===== src/rtl/tpu_wb_sched.sv =====
// rtl/tpu_wb_sched.sv - write-back scheduler from result stream into SRAM banks a/b/c
// Optional stall cycle counter output enabled by WB_STALL_CNT_EN.
module tpu_wb_sched #(
  parameter int DATA_W     = 128,
  parameter int ADDR_W     = 6,
  parameter int FIFO_DEPTH = 4
) (
  input  logic              clk,
  input  logic              srstn,
  input  logic              sched_start,
  input  logic [6:0]        cfg_rows,
  input  logic              in_valid,
  output logic              in_ready,
  input  logic [DATA_W-1:0] in_data,
  output logic              sram_write_enable_a0,
  output logic [DATA_W-1:0] sram_wdata_a,
  output logic [ADDR_W-1:0] sram_waddr_a,
  output logic              sram_write_enable_b0,
  output logic [DATA_W-1:0] sram_wdata_b,
  output logic [ADDR_W-1:0] sram_waddr_b,
  output logic              sram_write_enable_c0,
  output logic [DATA_W-1:0] sram_wdata_c,
  output logic [ADDR_W-1:0] sram_waddr_c,
`ifdef WB_STALL_CNT_EN
  output logic [15:0]       stall_cnt,
`endif
  output logic              sched_busy,
  output logic              sched_done
);

  localparam int PTR_W = $clog2(FIFO_DEPTH);

  typedef enum logic [1:0] {IDLE, RUN, DONE} state_t;
  state_t state, state_nxt;

  logic [DATA_W-1:0] mem [FIFO_DEPTH];
  logic [PTR_W:0]    wptr, rptr;
  logic [6:0]        eff_rows, cfg_eff, addr_cnt;
  logic [7:0]        total, acc_cnt, wr_cnt;
  logic [1:0]        bank;
  logic              fifo_full, fifo_empty, push, pop, start_ok;

  assign cfg_eff    = (cfg_rows > 7'd64) ? 7'd64 : cfg_rows;
  assign start_ok   = (state == IDLE) && sched_start;
  assign fifo_empty = (wptr == rptr);
  assign fifo_full  = (wptr[PTR_W] != rptr[PTR_W]) &&
                      (wptr[PTR_W-1:0] == rptr[PTR_W-1:0]);
  // Ready is a function of registered state only, so a same-cycle pop never widens it.
  assign in_ready   = (state == RUN) && !fifo_full && (acc_cnt < total);
  assign push       = in_valid && in_ready;
  assign pop        = (state == RUN) && !fifo_empty;
  assign sched_busy = (state != IDLE);
  assign sched_done = (state == DONE);

  always_ff @(posedge clk or negedge srstn) begin
    if (!srstn) state <= IDLE;
    else        state <= state_nxt;
  end

  always_comb begin
    state_nxt = state;
    case (state)
      IDLE: if (sched_start) state_nxt = (cfg_eff == 7'd0) ? DONE : RUN;
      RUN:  if (wr_cnt == total) state_nxt = DONE;
      DONE: state_nxt = IDLE;
      default: state_nxt = IDLE;
    endcase
  end

  always_ff @(posedge clk) begin
    if (push) mem[wptr[PTR_W-1:0]] <= in_data;
  end

  always_ff @(posedge clk or negedge srstn) begin
    if (!srstn) begin
      wptr <= '0;
      rptr <= '0;
      eff_rows <= '0;
      total <= '0;
      acc_cnt <= '0;
      wr_cnt <= '0;
      addr_cnt <= '0;
      bank <= '0;
      sram_write_enable_a0 <= 1'b1;
      sram_write_enable_b0 <= 1'b1;
      sram_write_enable_c0 <= 1'b1;
      sram_wdata_a <= '0;
      sram_wdata_b <= '0;
      sram_wdata_c <= '0;
      sram_waddr_a <= '0;
      sram_waddr_b <= '0;
      sram_waddr_c <= '0;
    end else begin
      sram_write_enable_a0 <= 1'b1;
      sram_write_enable_b0 <= 1'b1;
      sram_write_enable_c0 <= 1'b1;
      if (start_ok) begin
        eff_rows <= cfg_eff;
        total    <= {1'b0, cfg_eff} + {cfg_eff, 1'b0};
        acc_cnt  <= '0;
        wr_cnt   <= '0;
        addr_cnt <= '0;
        bank     <= '0;
        wptr     <= '0;
        rptr     <= '0;
      end else begin
        if (push) begin
          wptr    <= wptr + 1'b1;
          acc_cnt <= acc_cnt + 8'd1;
        end
        if (pop) begin
          rptr   <= rptr + 1'b1;
          wr_cnt <= wr_cnt + 8'd1;
          case (bank)
            2'd0: begin
              sram_write_enable_a0 <= 1'b0;
              sram_wdata_a <= mem[rptr[PTR_W-1:0]];
              sram_waddr_a <= addr_cnt[ADDR_W-1:0];
            end
            2'd1: begin
              sram_write_enable_b0 <= 1'b0;
              sram_wdata_b <= mem[rptr[PTR_W-1:0]];
              sram_waddr_b <= addr_cnt[ADDR_W-1:0];
            end
            2'd2: begin
              sram_write_enable_c0 <= 1'b0;
              sram_wdata_c <= mem[rptr[PTR_W-1:0]];
              sram_waddr_c <= addr_cnt[ADDR_W-1:0];
            end
            default: ;
          endcase
          if (addr_cnt == eff_rows - 7'd1) begin
            addr_cnt <= '0;
            bank     <= bank + 2'd1;
          end else begin
            addr_cnt <= addr_cnt + 7'd1;
          end
        end
      end
    end
  end

`ifdef WB_STALL_CNT_EN
  always_ff @(posedge clk or negedge srstn) begin
    if (!srstn) begin
      stall_cnt <= '0;
    end else if (start_ok) begin
      stall_cnt <= '0;
    end else if ((state == RUN) && in_valid && !in_ready && (stall_cnt != 16'hFFFF)) begin
      stall_cnt <= stall_cnt + 16'd1;
    end
  end
`endif

endmodule


===== config.mk =====
export PLATFORM = sky130hd
export DESIGN_NAME = tpu_wb_sched
export DESIGN_NICKNAME = d
export VERILOG_FILES = /design/src/rtl/tpu_wb_sched.sv
export SDC_FILE = /design/constraint.sdc
export NUM_CORES = 1
export LEC_CHECK = 0
export BUFFER_PORTS_ARGS = -buffer_cell sky130_fd_sc_hd__buf_2
export CAP_MARGIN = 20
export CELL_PAD_IN_SITES_DETAIL_PLACEMENT = 0
export CELL_PAD_IN_SITES_GLOBAL_PLACEMENT = 1
export CORE_MARGIN = 4
export CORE_UTILIZATION = 41
export CTS_BUF_LIST = sky130_fd_sc_hd__clkbuf_16
export DETAILED_ROUTE_END_ITERATION = 8
export GPL_TIMING_DRIVEN = 0
export PLACE_DENSITY = 0.65
export SETUP_SLACK_MARGIN = 0.3
export SYNTH_ARGS = -nofsm -noshare
export SYNTH_HDL_FRONTEND = slang
export SYNTH_SLANG_ARGS = --single-unit
export TNS_END_PERCENT = 30

===== constraint.sdc =====
create_clock -name clk -period 14.6 [get_ports clk]
set_input_delay 0.73 -clock clk [delete_from_list [all_inputs] [get_ports clk]]
set_output_delay 0.73 -clock clk [all_outputs]
set_load 0.1 [all_outputs]

==> summary by stage <==
Floorplanning
The floorplan step set the die height to a little over 300 um. The width of the chip is 306 um. The area of the core region is roughly 87000 um^2.

The starting density of the core is 0.416. The row count is ~110. The die outline area is approximately 93000 um^2. The number of ports placed on the die boundary is between 500 and 600.

Synthesis
In the synthesized netlist the dominant register cell turns out to be sky130_fd_sc_hd__edfxtp_1. In this run, synthesis inferred approximately 510 flip-flops with an integrated enable. The cell type with the highest aggregate area in the netlist is sky130_fd_sc_hd__edfxtp_1.

The post-synthesis sequential element count is slightly below 1000. The mean area per synthesized cell is 19.5 um^2. The number of warnings issued by yosys is 0. The proportion of synthesized flip-flops having asynchronous set or reset is 0.469. After synthesis, the cell types taking the most area are sky130_fd_sc_hd__edfxtp_1, sky130_fd_sc_hd__dfrtp_1, sky130_fd_sc_hd__mux2_2.

The number of distinct library cells after synthesis is 51. Synthesis produced 1859 cells. Of the synthesized area, sequential elements account for 0.735.

The share of synthesized area in the top cell type comes to 0.423. The total nets after synthesis is 2025. The synthesized area is around 36000 um^2.

Timing
Setup violations remaining at the end of the flow were counted as 0. The final count of hold timing violations is 0. Based on the critical path, the design can be clocked at up to roughly 250 MHz. Counting I/O delays and the setup requirement, the final critical path takes between 3 and 4 ns. At the pin with the least slew margin, the transition time is 1.11 ns. The count of final max-slew check failures was 0. The remaining max-slew budget at the tightest pin is 0.262.

Setup repair after global routing left no endpoint under its margin. The final-layout setup total negative slack is 0 ns. The post-route fraction of the period consumed by the critical path is 0.269. The clock skew is between 0.04 and 0.05 ns.

Clock network
The clock root buffer is sky130_fd_sc_hd__clkbuf_16. TritonCTS created between 100 and 150 clock buffers. The TritonCTS clock tree is done. The number of setup buffers added after CTS is 0. The H-tree depth is 3. The quantity of hold-fixing buffers added after cts is 0. After clock tree synthesis, the repair step resized 0 gates. The number of buffers on the longest clock path is 3. After clock tree synthesis, the clock-pin slew on the worst setup and hold paths is 0.06 ns. The later pin in the worst-skew pair is clocked with a latency of 0.66 ns. Counting every sink on the clock net gives between 900 and 1000.

Route
The count of nets left with antenna violations once routing finished came out at 0. After detailed routing, the number of vias per cell comes to between 5 and 6. For this run, the detailed router's first-pass iteration total came to 7. The initial detailed-routing violation count is 873. After detailed routing, the average wire length per cell comes to about 24 um. Summed over all layers, the routed wires come to 92100 um. The routed layout has roughly 19000 vias. The final routed DRC violation total is 0.

Finish
The filler cell count in the final layout is ~7300. Of the cells placed in the final design, the portion with a size suffix greater than 1 is 0.461. Summing all multi-input logic gate instances after layout gives just over 9000 um^2. The area overhead of the layout relative to synthesis is 22.0%. The register area is roughly 27000 um^2. The final layout contains about 2700 nets.

Critical path
The startpoint kind of the worst setup timing path is a flop. The data required time at the worst endpoint is between 10 and 15 ns. The worst setup path is captured at a flop. STA puts the critical path data arrival time at about 4.3 ns. The setup path with the least slack is of type reg -> reg. The slack of the worst reg-to-reg path is about 11 ns. The highest net fanout along the worst path is 50.

Global routing
The via count of the first global-routing pass is 21060. The number of antenna violations at the first check in global routing was 29. The first-pass GRT wire length is 138000 um.

Entering global routing, the biggest net connects around 120 pins. The total congestion overflow after global routing is 0. Across every metal layer, demand over resource in global routing totals 0.196.

Placed design
The number of buffer cells added on primary ports is 546. The routability congestion estimate from global placement is roughly 0.8. After legalization and detailed placement, the total HPWL measured about 65000 um.

Worst hold path
The classification of the worst-slack hold path is in -> async.

Flow run
The tool flagged a number of max-cap violations equal to 0.

Outcome
The flow ran to the end, and the final reports show no timing, DRC or antenna violations.
[cells by family (layout without fill, tap and decap cells)]
family                   count (synthesis)  after routing  synth area share
other                                    0             13                 0
AND/OR/NAND/NOR                        132            132            0.0174
XOR/XNOR                                38             38           0.00916
buffers and inverters                  109            866            0.0140
AO/OA/AOI/OAI                           48             48           0.00840
multiplexers                           540            540             0.207
adder cells (fa/ha/maj)                 28             28           0.00978
flip-flops                             964            964             0.735
[synthesized netlist by cell type, drive strengths merged, types with 2 or more instances]
library cell and number:
a31o 2, nor4 2, o21ai 20, nor2 28, o31ai 2, a211oi 2
xor2 20, nand3 5, mux4 128, nand4 8, mux2i 9, dfstp 3
ha 26, nor3 7, nand2b 10, dfrtp 449, buf 57, xnor2 18
nor2b 6, clkbuf 30, inv 22, a21o 2, mux2 403, and2 6
and3 3, a21oi 10, nand2 52, edfxtp 512
[metal layers]
metal,GRT usage,up-vias,wire (um)
li1,-,8460,-
met1,0.235,10084,35600
met2,0.343,502,47500
met3,0.0631,146,6730
met4,0.0542,26,2060
met5,0,-,182
[through the flow]
step	utilization	area (um^2)	std cells	hold WS, ns	worst slack [ns]
2_1_floorplan	-	36300	1859	0.434	9.38
3_3_place_gp	0.464	40500	3560	0.468	3.74
3_5_place_dp	0.469	40900	3575	0.477	10.63
4_1_cts	0.507	44300	3771	0.0112	10.61
5_1_grt	0.508	44300	3776	0.0380	10.38
6_report	0.508	44300	3784	0.0113	10.67
[cell type report]
class / count / area share
flip-flops and latches: 964 / 0.602
multi-input cells: 786 / 0.206
repair buffers: 561 / 0.0703
clock buffers: 107 / 0.0604
well taps: 1155 / 0.0326
clock inverters: 89 / 0.0160
plain buffers: 87 / 0.00960
inverters: 22 / 0.00186
diodes: 13 / 0.000734
[critical path, cell delays in order (launching register included)]
cell                       delay, ns
sky130_fd_sc_hd__dfrtp_1        0.44
sky130_fd_sc_hd__ha_1           0.32
sky130_fd_sc_hd__a211o_1        0.26
sky130_fd_sc_hd__a21oi_1        0.10
sky130_fd_sc_hd__o21ai_0        0.12
sky130_fd_sc_hd__a211oi_1       0.44
sky130_fd_sc_hd__clkbuf_1       0.42
sky130_fd_sc_hd__and2_4         0.79
sky130_fd_sc_hd__buf_16         0.33
sky130_fd_sc_hd__buf_12         0.27
[flip-flops by register name, summed over array words and instances, names as in the netlist, 7 cells and up]
signal        cells
mem             512
sram_wdata_a    128
sram_wdata_b    128
sram_wdata_c    128
acc_cnt           8
wr_cnt            8
addr_cnt          7
eff_rows          7
total             7
[worst paths after layout]
kind / from / cells past startpoint / endpoint
setup / recovery: acc_cnt[3] / 9 / mem[2][21]
hold / removal: srstn / 1 / sram_wdata_b[7]
setup reg to reg: acc_cnt[3] / 9 / mem[2][21]
hold reg to reg: sram_wdata_c[114] / 1 / sram_wdata_c[114]
max in group asynchronous: srstn / 3 / sram_wdata_b[37]
min in group clk: in_data[108] / 1 / mem[1][108]
[placed cells by master (no fill, tap or decap), drive strengths merged, types with 2 or more instances in the layout]
cell type / n
a211oi: 2
a21o: 2
a21oi: 10
a31o: 2
and2: 6
and3: 3
buf: 618
bufinv: 9
clkbuf: 137
clkinv: 43
dfrtp: 449
dfstp: 3
diode: 13
edfxtp: 512
ha: 26
inv: 58
mux2: 403
mux2i: 9
mux4: 128
nand2: 52
nand2b: 10
nand3: 5
nand4: 8
nor2: 28
nor2b: 6
nor3: 7
nor4: 2
o21ai: 20
o31ai: 2
xnor2: 18
xor2: 20
Power is not shown: default switching activity piles up to over one toggle a cycle in this logic, so the estimate is an artifact.
